`config.mk`:
```
export PLATFORM = sky130hd
export DESIGN_NAME = seven_seg_scan_ctrl
export DESIGN_NICKNAME = d
export VERILOG_FILES = /design/src/rtl/seven_seg_scan_ctrl.sv
export SDC_FILE = /design/constraint.sdc
export NUM_CORES = 1
export LEC_CHECK = 0
export ABC_AREA = 1
export BUFFER_PORTS_ARGS = -buffer_cell sky130_fd_sc_hd__buf_2
export CAP_MARGIN = 20
export CORE_ASPECT_RATIO = 2
export CORE_UTILIZATION = 46
export CTS_CLUSTER_DIAMETER = 150
export DETAILED_ROUTE_END_ITERATION = 7
export REMOVE_ABC_BUFFERS = 1
export SLEW_MARGIN = 30
export SYNTH_ARGS = -nofsm -noshare
export SYNTH_HDL_FRONTEND = slang
export SYNTH_SLANG_ARGS = --single-unit
```
`constraint.sdc`:
```
create_clock -name i_Clk -period 6.77 [get_ports i_Clk]
set_input_delay 0.3385 -clock i_Clk [delete_from_list [all_inputs] [get_ports i_Clk]]
set_output_delay 0.3385 -clock i_Clk [all_outputs]
set_load 0.01 [all_outputs]
```
`src/rtl/seven_seg_scan_ctrl.sv`:
```
// Multiplexed scan controller for a common-anode seven-segment display with a
// valid/ready load port. Build option: SEVEN_SEG_LZ_BLANK_EN blanks leading zeros.
module seven_seg_scan_ctrl #(
    parameter int NUM_DIGITS   = 4,
    parameter int REFRESH_DIV  = 100000,
    parameter int GUARD_CYCLES = 1000
) (
    input  logic                    i_Clk,
    input  logic                    i_Reset,
    input  logic [4*NUM_DIGITS-1:0] i_Value,
    input  logic [NUM_DIGITS-1:0]   i_Dp,
    input  logic                    i_Load,
    output logic                    o_Ready,
    output logic [NUM_DIGITS-1:0]   o_Anode,
    output logic [6:0]              o_Segment,
    output logic                    o_Dp,
    output logic                    o_Frame_Tick
);

    localparam int CNT_MAX = (REFRESH_DIV > GUARD_CYCLES) ? REFRESH_DIV : GUARD_CYCLES;
    localparam int CNT_W   = (CNT_MAX > 1) ? $clog2(CNT_MAX) : 1;
    localparam int IDX_W   = (NUM_DIGITS > 1) ? $clog2(NUM_DIGITS) : 1;

    localparam logic [CNT_W-1:0] DRIVE_LAST = CNT_W'(REFRESH_DIV - 1);
    localparam logic [CNT_W-1:0] GUARD_LAST = CNT_W'((GUARD_CYCLES > 0) ? GUARD_CYCLES - 1 : 0);
    localparam logic [IDX_W-1:0] IDX_LAST   = IDX_W'(NUM_DIGITS - 1);

    localparam logic [0:0] ST_BLANK = 1'b0;
    localparam logic [0:0] ST_DRIVE = 1'b1;

    logic [0:0]              state, state_n;
    logic [CNT_W-1:0]        cnt, cnt_n;
    logic [IDX_W-1:0]        idx, idx_n;
    logic [4*NUM_DIGITS-1:0] disp_val, disp_val_n, shadow_val;
    logic [NUM_DIGITS-1:0]   disp_dp, disp_dp_n, shadow_dp;
    logic                    boundary;
    logic                    accept;
    logic                    commit;
    logic [NUM_DIGITS-1:0]   anode_n;
    logic [6:0]              seg_n;
    logic                    dp_n;
    logic [3:0]              nib_n;
    logic                    lead_blank_n;

    function automatic logic [6:0] decode(input logic [3:0] h);
        case (h)
            4'h0:    decode = 7'h40;
            4'h1:    decode = 7'h79;
            4'h2:    decode = 7'h24;
            4'h3:    decode = 7'h30;
            4'h4:    decode = 7'h19;
            4'h5:    decode = 7'h12;
            4'h6:    decode = 7'h02;
            4'h7:    decode = 7'h78;
            4'h8:    decode = 7'h00;
            4'h9:    decode = 7'h10;
            4'hA:    decode = 7'h08;
            4'hB:    decode = 7'h03;
            4'hC:    decode = 7'h46;
            4'hD:    decode = 7'h21;
            4'hE:    decode = 7'h06;
            default: decode = 7'h0E;
        endcase
    endfunction

    always_comb begin
        state_n  = state;
        cnt_n    = cnt;
        idx_n    = idx;
        boundary = 1'b0;
        case (state)
            ST_BLANK: begin
                if (GUARD_CYCLES == 0 || cnt == GUARD_LAST) begin
                    state_n = ST_DRIVE;
                    cnt_n   = '0;
                end else begin
                    cnt_n = cnt + 1'b1;
                end
            end
            ST_DRIVE: begin
                if (cnt == DRIVE_LAST) begin
                    cnt_n    = '0;
                    boundary = (idx == IDX_LAST);
                    idx_n    = (idx == IDX_LAST) ? '0 : idx + 1'b1;
                    state_n  = (GUARD_CYCLES == 0) ? ST_DRIVE : ST_BLANK;
                end else begin
                    cnt_n = cnt + 1'b1;
                end
            end
            default: begin
                state_n = ST_BLANK;
                cnt_n   = '0;
            end
        endcase
    end

    // o_Ready low means the shadow holds an update not yet on display
    assign accept     = i_Load && o_Ready;
    assign commit     = boundary && !o_Ready;
    assign disp_val_n = commit ? shadow_val : disp_val;
    assign disp_dp_n  = commit ? shadow_dp  : disp_dp;

`ifdef SEVEN_SEG_LZ_BLANK_EN
    logic [NUM_DIGITS-1:0] hi_zero;
    always_comb begin
        logic        run;
        int unsigned k;
        hi_zero = '0;
        run     = 1'b1;
        k       = 0;
        // hi_zero[k]: every nibble from k up to the top digit is zero
        for (int unsigned i = 0; i < NUM_DIGITS; i++) begin
            k          = NUM_DIGITS - 1 - i;
            run        = run && (disp_val_n[4*k +: 4] == 4'h0);
            hi_zero[k] = run;
        end
        lead_blank_n = (idx_n != '0) && hi_zero[idx_n];
    end
`else
    assign lead_blank_n = 1'b0;
`endif

    // Outputs are registered from next-state values so pins line up with the FSM state
    always_comb begin
        anode_n = '1;
        seg_n   = 7'h7F;
        dp_n    = 1'b1;
        nib_n   = disp_val_n[4*idx_n +: 4];
        if (state_n == ST_DRIVE) begin
            anode_n[idx_n] = 1'b0;
            seg_n          = lead_blank_n ? 7'h7F : decode(nib_n);
            dp_n           = ~disp_dp_n[idx_n];
        end
    end

    always_ff @(posedge i_Clk) begin
        if (i_Reset) begin
            state        <= ST_BLANK;
            cnt          <= '0;
            idx          <= '0;
            disp_val     <= '0;
            disp_dp      <= '0;
            shadow_val   <= '0;
            shadow_dp    <= '0;
            o_Ready      <= 1'b1;
            o_Anode      <= '1;
            o_Segment    <= 7'h7F;
            o_Dp         <= 1'b1;
            o_Frame_Tick <= 1'b0;
        end else begin
            state    <= state_n;
            cnt      <= cnt_n;
            idx      <= idx_n;
            disp_val <= disp_val_n;
            disp_dp  <= disp_dp_n;
            if (accept) begin
                shadow_val <= i_Value;
                shadow_dp  <= i_Dp;
            end
            if (commit) begin
                o_Ready <= 1'b1;
            end else if (accept) begin
                o_Ready <= 1'b0;
            end
            o_Anode      <= anode_n;
            o_Segment    <= seg_n;
            o_Dp         <= dp_n;
            o_Frame_Tick <= boundary;
        end
    end

endmodule

```
==> results of run 1 <==
-- power groups by stage --
stage,Clock [mW],Sequential [mW],Combinational (mW)
after detailed placement,0,0.464,0.0371
after floorplan,0,0.462,0.0215
after global placement,0,0.463,0.0363
after global routing,0.517,0.455,0.0427
after CTS,0.497,0.454,0.0372
final,0.488,0.454,0.0364
-- how the worst max path moves through the flow --
| stage | from | endpoint | cells after the start |
|---|---|---|---|
| 2_1_floorplan | cnt[0] | o_Segment[0] | 17 |
| 3_3_place_gp | cnt[0] | o_Segment[0] | 17 |
| 3_5_place_dp | cnt[0] | o_Segment[0] | 17 |
| 4_1_cts | cnt[0] | o_Segment[0] | 17 |
| 5_1_grt | cnt[0] | o_Segment[0] | 17 |
| 6_report | cnt[0] | o_Segment[0] | 17 |
-- per-layer routing --
layer | global-route usage (%) | vias up | part of all wire, % | wire, microns
li1 | - | 1620 | - | -
met2 | 43.3 | 60 | 56 | 4590
met3 | 4.11 | 22 | 2.8 | 226
met4 | 12.8 | 0 | 4.3 | 351
met5 | 0 | - | 0 | 0
met1 | 20.8 | 1376 | 36 | 2960
-- stage by stage --
stage | area (sq um) | cells | utilization, % | hold WS, ns | worst slack, ns
2_1_floorplan | 3520 | 486 | - | 0.408 | 4.40
3_3_place_gp | 3810 | 616 | 50.2 | 0.430 | 3.92
3_5_place_dp | 3810 | 616 | 50.2 | 0.445 | 3.88
4_1_cts | 4120 | 631 | 54.2 | 0.254 | 3.82
5_1_grt | 4120 | 631 | 54.2 | 0.281 | 3.50
6_report | 4120 | 631 | 54.2 | 0.261 | 3.85
-- critical path, cell delays in order (launching register included) --
cell     delay, ns
dfxtp_1       0.35
ha_1          0.22
nand3_2       0.15
inv_1         0.16
nand2_1       0.10
nor2_1        0.14
nand3_1       0.22
nand2_1       0.16
nand2_1       0.07
nand2_1       0.05
nand2_1       0.05
nor2_1        0.41
inv_1         0.17
ha_1          0.28
nand3_1       0.09
nand2_1       0.05
nand2_1       0.05
nand3_1       0.06
-- cells in the mapped netlist (all sizes together) --
library cell,instances,area share (%)
nand2,121,15
nor2,102,13
dfxtp,74,41
inv,66,6.9
nand3,35,5.5
o21ai,26,4.0
a21oi,16,2.2
clkbuf,11,1.1
nor3,10,1.4
ha,8,2.8
xor2,8,1.9
nand4,7,1.2
buf,4,1.1
mux2i,3,0.83
nor3b,2,0.42
nor4,2,0.35
a221oi,1,0.24
a22oi,1,0.21
o211ai,1,0.21
o41ai,1,0.24
or2,1,0.17
xnor2,1,0.24
-- registers in the layout (all words and copies together), names as in the netlist --
register      cells
o_Anode           4
o_Frame_Tick      1
shadow_dp         4
o_Ready           1
idx               2
o_Dp              1
disp_dp           4
state             1
o_Segment         7
disp_val         16
shadow_val       16
cnt              17
-- final cells by class --
class                      instances  area (sq um)  share of cell area (%)
clock buffer                       9           225                    5.46
clock inverter                     6          82.6                    2.00
inverter                          66           248                    6.01
multi-input combinational        346          1790                    43.4
sequential                        74          1480                    35.9
tap                               94           118                    2.85
timing repair buffer              36           180                    4.37
-- cell families after synthesis --
group	Yosys count	synth area share, %
buf+inv	81	9.18
fa+ha+maj	8	2.78
simple gates	280	36.7
compound gates	46	7.16
flops	74	41.2
mux	3	0.835
xor+xnor	9	2.19
==> impl_metrics.toml, run 1 <==
[run_status]
status = "completed"

[cells_and_area]
syn2layout_area_growth_pct = 14.5
drive_above_1_share_pct = 18.1
final_cell_mix = "105 x nand2_1, 86 x nor2_1, 74 x dfxtp_1"
layout_commonest_cell = "nand2_1"
fillers = 788
antenna_cells = 0
nNetsFinal = 564

[clock_tree]
cts_hold_buf = 0
clkTransAtPathRegs_ns = 0.05
root_buffer = "clkbuf_16"
cts_buffers = 9
insertion_delay_ns = 0.33
cts_resized = 0
postCtsSetupBuffers = 0
clockBufferDepth = 2
cts_tree = "built"
cts.sinks = 74
h-tree-depth = 3

[floorplanning]
die-area_sq_mm = 0.00820
core-area_sq_mm = 0.00760
io_pins = 37
start_util_pct = 47.3
rows = 45
dieWidth_microns = 64.5
die_h_microns = 127

[worst_setup_path]
cp-start-kind = "register"
cp.arrival_ns = 3.12
r2r_end = "o_Segment[0]"
rr_worst_depth = 17
r2r-start = "cnt[0]"
crit_path_max_fanout = 6
critPathCaptureType = "register"
critPathRequiredTime_ns = 6.97
reg2reg_slack_ns = 3.85
worstSetupPathType = "register to register"

[grt]
grt_pass1_vias = 3116
grt_pass1_wl_microns = 13900
antenna_found_initial = 0
grt_max_degree = 30
grt.total_usage_pct = 22.3
gr-total-overflow = 0

[yosys]
synth.yosys.seq_area_share_pct = 41.2
syn_avg_cell_area_sq_um = 7.18
syn_inst = 501
synth_area_sq_mm = 0.00360
ys_warn_count = 0
yosysUniqueCellTypes = 33
ys_ff_latch = 74

[power]
swShare_pct = 20.4
leakage_nw = 1.91
power.clock.fraction_pct = 49.9
power_frac_seq_pct = 46.4
pwr-share-comb_pct = 3.7
switchingPower_mw = 0.200
power_density_mw_per_mm2 = 237
finalPower_mw = 0.978
vdd_drop_max_v = 0.000156
p_int_mw = 0.779

[detailed_routing]
drt-initial-drc-count = 117
ant_nets = 0
first_pass_iters = 4
dr_total_vias = 3078
drc = 0
wl_per_cell_microns = 12.9
vias_per_cell = 4.88
drt-total-wl_microns = 8130

[run]
drv_cap = 0

[timing]
maxSlewViolCount = 0
slew_headroom_pct = 51.0
fin_tns_setup_ns = 0
rsz0062_at_grt = "no"
hold_viol_final = 0
worst_pin_slew_ns = 0.733
min_period_ns = 2.92
post-route-period-util_pct = 43.1
max_freq_mhz = 343
setup_viol = 0
skew_ns = 0.00675

[hold_path]
min-delay-start = "i_Dp[1]"
worst_hold_path.num_cells = 3
holdCritPathClass = "primary input to register"
min_to = "shadow_dp[1]"

[placement]
numPortBuffers = 36
hpwlAfterDp_microns = 6450
gp_congestion = 0.877
Note: power is estimated with default switching activity, not from simulation.
==> run 2, diff against run 1 <==
--- a/config.mk
+++ b/config.mk
@@ -12,6 +12,7 @@
 export CORE_UTILIZATION = 46
 export CTS_CLUSTER_DIAMETER = 150
 export DETAILED_ROUTE_END_ITERATION = 7
+export PLACE_DENSITY = 0.67
 export REMOVE_ABC_BUFFERS = 1
 export SLEW_MARGIN = 30
 export SYNTH_ARGS = -nofsm -noshare
==> constraint.sdc (replaced) <==
create_clock -name i_Clk -period 2.4 [get_ports i_Clk]
set_input_delay 0.12 -clock i_Clk [delete_from_list [all_inputs] [get_ports i_Clk]]
set_output_delay 0.12 -clock i_Clk [all_outputs]
set_load 0.01 [all_outputs]
==> run 2 against run 1 <==
Register-to-register slack worse by 3.8 ns. Worst setup slack worse by 3.8 ns. Highest routed layer unchanged. Critical path depth unchanged. Non-clock buffer count increased by 52. Clock power increased to 2.7 times the previous value.
==> impl_metrics.toml, run 2 (same netlist as run 1, synthesis figures left out) <==
[floorplanning]
core-area_sq_mm = 0.00760
io_pins = 37
die_h_microns = 127
die-area_sq_mm = 0.00820
rows = 45
start_util_pct = 47.3
dieWidth_microns = 64.5

[worst_setup_path]
reg2reg_slack_ns = 0.04
path_cells = "ha_4, nand3_4, nor2_4, nand4_1, nand2_1, nand2_4, buf_6, nand2_4, nor2_4, inv_2, nand2_2, nor2_4, ha_4, nand3_2, nand2_1, inv_1, nand2_1"
critPathRequiredTime_ns = 2.63
crit_buf_inv = 3
worstSetupPathType = "register to register"
critPathCaptureType = "register"
crit_path_max_fanout = 4
max_stage_delay_ns = 0.35
cpLargestDelayFamily = "simple AND/OR/NAND/NOR gates"
cp.arrival_ns = 2.60
cp_slowest_cell = "dfxtp_2"
cp-start-kind = "register"

[placement]
gp_congestion = 0.901
dp.cells = 663
numPortBuffers = 36
hpwlAfterDp_microns = 6740

[cells_and_area]
fillers = 682
final-instance-count-excl-fill = 684
antenna_cells = 0
top_register = "cnt"
syn2layout_area_growth_pct = 32.6
multiInputGateArea_sq_mm = 0.00203
drive_above_1_share_pct = 34.1
final_cell_mix = "88 x nand2_1, 74 x nor2_1, 69 x dfxtp_1"
nNetsFinal = 616
top_regs = "cnt x17, disp_val x16, shadow_val x16"
layout_commonest_cell = "nand2_1"
regArea_sq_mm = 0.00149
largest_reg_flops = 17

[clock_tree]
clockBufferDepth = 2
clkTransAtPathRegs_ns = 0.06
h-tree-depth = 3
cts_tree = "built"
cts.sinks = 74
root_buffer = "clkbuf_16"
insertion_delay_ns = 0.34
cts_buffers = 9

[power]
power.clock.fraction_pct = 48.6
swShare_pct = 22.4
power_frac_seq_pct = 47.2
finalPower_mw = 2.72
p_int_mw = 2.11
switchingPower_mw = 0.608
power_density_mw_per_mm2 = 569
vdd_drop_max_v = 0.000582
pwr-share-comb_pct = 4.2
leakage_nw = 2.17

[grt]
use_met2_pct = 44.1
grt.busiest_layer = "met2"
grt_pass1_wl_microns = 14200
grt.total_usage_pct = 23.0
grt_pass1_vias = 3234
antenna_found_initial = 0
gr-total-overflow = 0
use_met3_pct = 4.91
grt_max_degree = 30
grt_use_met1_pct = 20.0

[detailed_routing]
vias_per_cell = 4.92
first_pass_iters = 4
ant_nets = 0
drt-total-wl_microns = 8970
drt-initial-drc-count = 149
dr_total_vias = 3367
wl_per_cell_microns = 13.1
drc = 0

[timing]
min_period_ns = 2.36
maxSlewViolCount = 0
setup_viol = 0
max_freq_mhz = 423
post-route-period-util_pct = 98.4
slew_headroom_pct = 62.5
worst_pin_slew_ns = 0.563
skew_ns = 0.00460
rsz0062_at_grt = "yes"
hold_viol_final = 0

[run_status]
status = "completed"

[hold_path]
holdCritPathClass = "primary input to register"

[run]
drv_cap = 0
run 2: cell count changes in the layout (fill, tap and decap cells not counted), moves of 6 or more:
cell / previous run / this run
inv_1: 60 / 54
nor2_1: 86 / 74
buf_4: 0 / 47
nand2_1: 105 / 88
nand2_2: 12 / 25
nor2_4: 7 / 15
run 2: final cells by class:
type,instances,share of cell area (%)
multi-input cells,346,42.6
flip-flops and latches,74,31.2
repair buffers,88,12.4
inverters,66,5.25
clock buffers,9,4.72
well taps,94,2.47
clock inverters,7,1.47
run 2: final timing paths:
check,to,startpoint,cells past startpoint
max reg2reg,o_Segment[1],cnt[1],17
min,shadow_val[0],i_Value[0],3
min reg2reg,shadow_val[6],shadow_val[6],2
max,o_Segment[1],cnt[1],17
run 2: what timing repair did:
item | 4_1_cts | 5_1_grt
endpoints found under the setup margin | 7 | 7
resized for setup | 15 | 61
hold buffers | 0 | 0
pin swaps | 3 | 33
setup buffers | 0 | 5
run 2: through the flow:
step	utilization [%]	setup slack, ns	setup TNS [ns]	hold WS (ns)	area, sq um
after floorplan	-	0.0290	0	0.189	3520
after global placement	54.8	-0.0675	-0.233	0.371	4170
after detailed placement	54.8	-0.125	-0.561	0.375	4170
after CTS	59.4	-0.00675	-0.00675	0.0244	4520
after global routing	62.8	-0.0897	-0.320	0.0454	4770
final	62.8	0.0372	0	0.0302	4770
run 2: power by group through the flow:
| stage | Clock [mW] | Sequential, mW | Combinational, mW |
|---|---|---|---|
| after CTS | 1.33 | 1.28 | 0.115 |
| final | 1.32 | 1.28 | 0.115 |
| after floorplan | 0 | 1.30 | 0.0605 |
| after global placement | 0 | 1.30 | 0.110 |
| after global routing | 1.40 | 1.29 | 0.134 |
| after detailed placement | 0 | 1.31 | 0.114 |
run 2: tightest hold or removal path, stage by stage:
cell	delay, ns
buf_2	0.07
o21ai_0	0.07
nor2_1	0.07
run 2: per-layer routing:
metal / share of wire, % / up-vias
li1: - / 1730
met1: 35 / 1545
met2: 58 / 62
met3: 2.3 / 30
met4: 5.1 / 0
met5: 0 / -
==> run 3, diff against run 2 <==
--- a/config.mk
+++ b/config.mk
@@ -12,7 +12,6 @@
 export CORE_UTILIZATION = 46
 export CTS_CLUSTER_DIAMETER = 150
 export DETAILED_ROUTE_END_ITERATION = 7
-export PLACE_DENSITY = 0.67
 export REMOVE_ABC_BUFFERS = 1
 export SLEW_MARGIN = 30
 export SYNTH_ARGS = -nofsm -noshare
==> constraint.sdc (replaced) <==
create_clock -name i_Clk -period 3 [get_ports i_Clk]
set_input_delay 0.15 -clock i_Clk [delete_from_list [all_inputs] [get_ports i_Clk]]
set_output_delay 0.15 -clock i_Clk [all_outputs]
set_load 0.01 [all_outputs]
==> run 3 against run 2 <==
Critical path depth is the same. Cell count shrank 6.7%. Worst setup slack improved by 0.36 ns. Core utilization shrank 8.0 points. Clock skew is 0.0012 ns lower. Combinational power fell by 26%. Fmax down 9.2%. Hold slack gained 0.038 ns. Critical endpoint is now o_Segment[0].
==> impl_metrics.toml, run 3 (same netlist as run 1, synthesis figures left out) <==
[cells_and_area]
top_regs = "cnt x17, disp_val x16, shadow_val x16"
multiInputGateArea_sq_mm = 0.00179
antenna_cells = 0
drive_above_1_share_pct = 19.3
fillers = 809
post-route-util_pct = 54.8
regArea_sq_mm = 0.00148
syn2layout_area_growth_pct = 15.7
nNetsFinal = 571
final_cell_mix = "105 x nand2_1, 85 x nor2_1, 74 x dfxtp_1"
largest_reg_flops = 17
layout_commonest_cell = "nand2_1"
top_register = "cnt"

[timing]
maxSlewViolCount = 0
slew_headroom_pct = 58.0
min_period_ns = 2.60
setup_ws_ns = 0.399
skew_ns = 0.00339
setup_viol = 0
worst_hold_slack_ns = 0.0679
max_freq_mhz = 384
worst_pin_slew_ns = 0.630
hold_viol_final = 0
post-route-period-util_pct = 86.7
fin_tns_setup_ns = 0
rsz0062_at_grt = "no"

[worst_setup_path]
critPathCaptureType = "register"
path_cells = "ha_1, nand3_2, nor2_4, nand3_4, nor2_2, nand2_1, nand2_1, nor2_1, nand2_1, nand2_1, nor2_2, inv_1, ha_1, nand3_1, nand2_1, nand2_1, nand3_1"
cp_slowest_cell = "dfxtp_1"
worstSetupPathType = "register to register"
critPathRequiredTime_ns = 3.21
cpMostUsedCell = "nand2_1"
cp.arrival_ns = 2.81
crit_path_max_fanout = 6
cp-start-kind = "register"
crit_buf_inv = 1
cpLargestDelayFamily = "simple AND/OR/NAND/NOR gates"
max_stage_delay_ns = 0.36

[power]
vdd_drop_max_v = 0.000474
leakage_nw = 1.94
power_density_mw_per_mm2 = 518
finalPower_mw = 2.15

[clock_tree]
clockBufferDepth = 2
cts.sinks = 74
cts_tree = "built"
cts_buffers = 9
h-tree-depth = 3
clkTransAtPathRegs_ns = 0.06
cts_resized = 0
cts_hold_buf = 0
postCtsSetupBuffers = 0
root_buffer = "clkbuf_16"
insertion_delay_ns = 0.33

[grt]
grt_max_degree = 30
grt_pass1_vias = 3035
grt.total_usage_pct = 22.3
gr-total-overflow = 0
grt_pass1_wl_microns = 13800
antenna_found_initial = 0

[floorplanning]
core-area_sq_mm = 0.00760
die-area_sq_mm = 0.00820
io_pins = 37
die_h_microns = 127
rows = 45
dieWidth_microns = 64.5
start_util_pct = 47.3

[run_status]
status = "completed"

[hold_path]
holdCritPathClass = "primary input to register"

[detailed_routing]
drc = 0
drt-total-wl_microns = 8170
first_pass_iters = 5
drt-initial-drc-count = 108
wl_per_cell_microns = 12.8
ant_nets = 0
dr_total_vias = 3123
vias_per_cell = 4.89

[placement]
gp_congestion = 0.876
pre_cts_slack_ns = 0.244
hpwlAfterDp_microns = 6600
numPortBuffers = 36

[run]
drv_cap = 0
-- run 3: changes by cell type in the layout (fill, tap and decap cells not counted), moves of 6 or more --
| cell | before | now |
|---|---|---|
| nand2_2 | 25 | 12 |
| inv_1 | 54 | 60 |
| nor2_4 | 15 | 7 |
| nand2_1 | 88 | 105 |
| buf_4 | 47 | 7 |
| nor2_1 | 74 | 85 |
-- run 3: per-layer routing --
metal	wire (microns)	part of all wire [%]	global-route usage [%]	vias to the layer above
met3	236	2.9	4.55	24
met5	0	0	0	-
met2	4570	56	43.3	58
met4	367	4.5	12.3	0
li1	-	-	-	1638
met1	3000	37	20.5	1403
-- run 3: final cells by class --
type	instances	area share, %
multi-input combinational	346	43.0
inverter	66	5.95
tap	94	2.83
sequential	74	35.6
timing repair buffer	43	5.59
clock inverter	5	1.32
clock buffer	10	5.74
-- run 3: stage by stage --
step | cells | instance area [sq um]
after floorplan | 486 | 3520
after global placement | 623 | 3870
after detailed placement | 623 | 3870
after CTS | 638 | 4160
after global routing | 638 | 4160
final | 638 | 4160
-- run 3: worst paths after layout --
kind	startpoint	to	slack, ns	cells past startpoint
setup / recovery	cnt[0]	o_Segment[0]	0.40	17
hold / removal	i_Value[8]	shadow_val[8]	0.07	3
setup reg to reg	cnt[0]	o_Segment[0]	0.40	17
hold reg to reg	shadow_val[10]	shadow_val[10]	0.45	2
-- run 3: where the power goes --
group          internal [mW]  switching (mW)
combinational         0.0317          0.0534
sequential              1.01          0.0135
clock                  0.658           0.388
-- run 3: worst register-to-register path: stages, from the launching register on --
cell     delay [ns]
dfxtp_1        0.36
ha_1           0.22
nand3_2        0.16
nor2_4         0.17
nand3_4        0.12
nor2_2         0.12
nand2_1        0.06
nand2_1        0.13
nor2_1         0.12
nand2_1        0.08
nand2_1        0.06
nor2_2         0.25
inv_1          0.13
ha_1           0.26
nand3_1        0.09
nand2_1        0.05
nand2_1        0.05
nand3_1        0.06
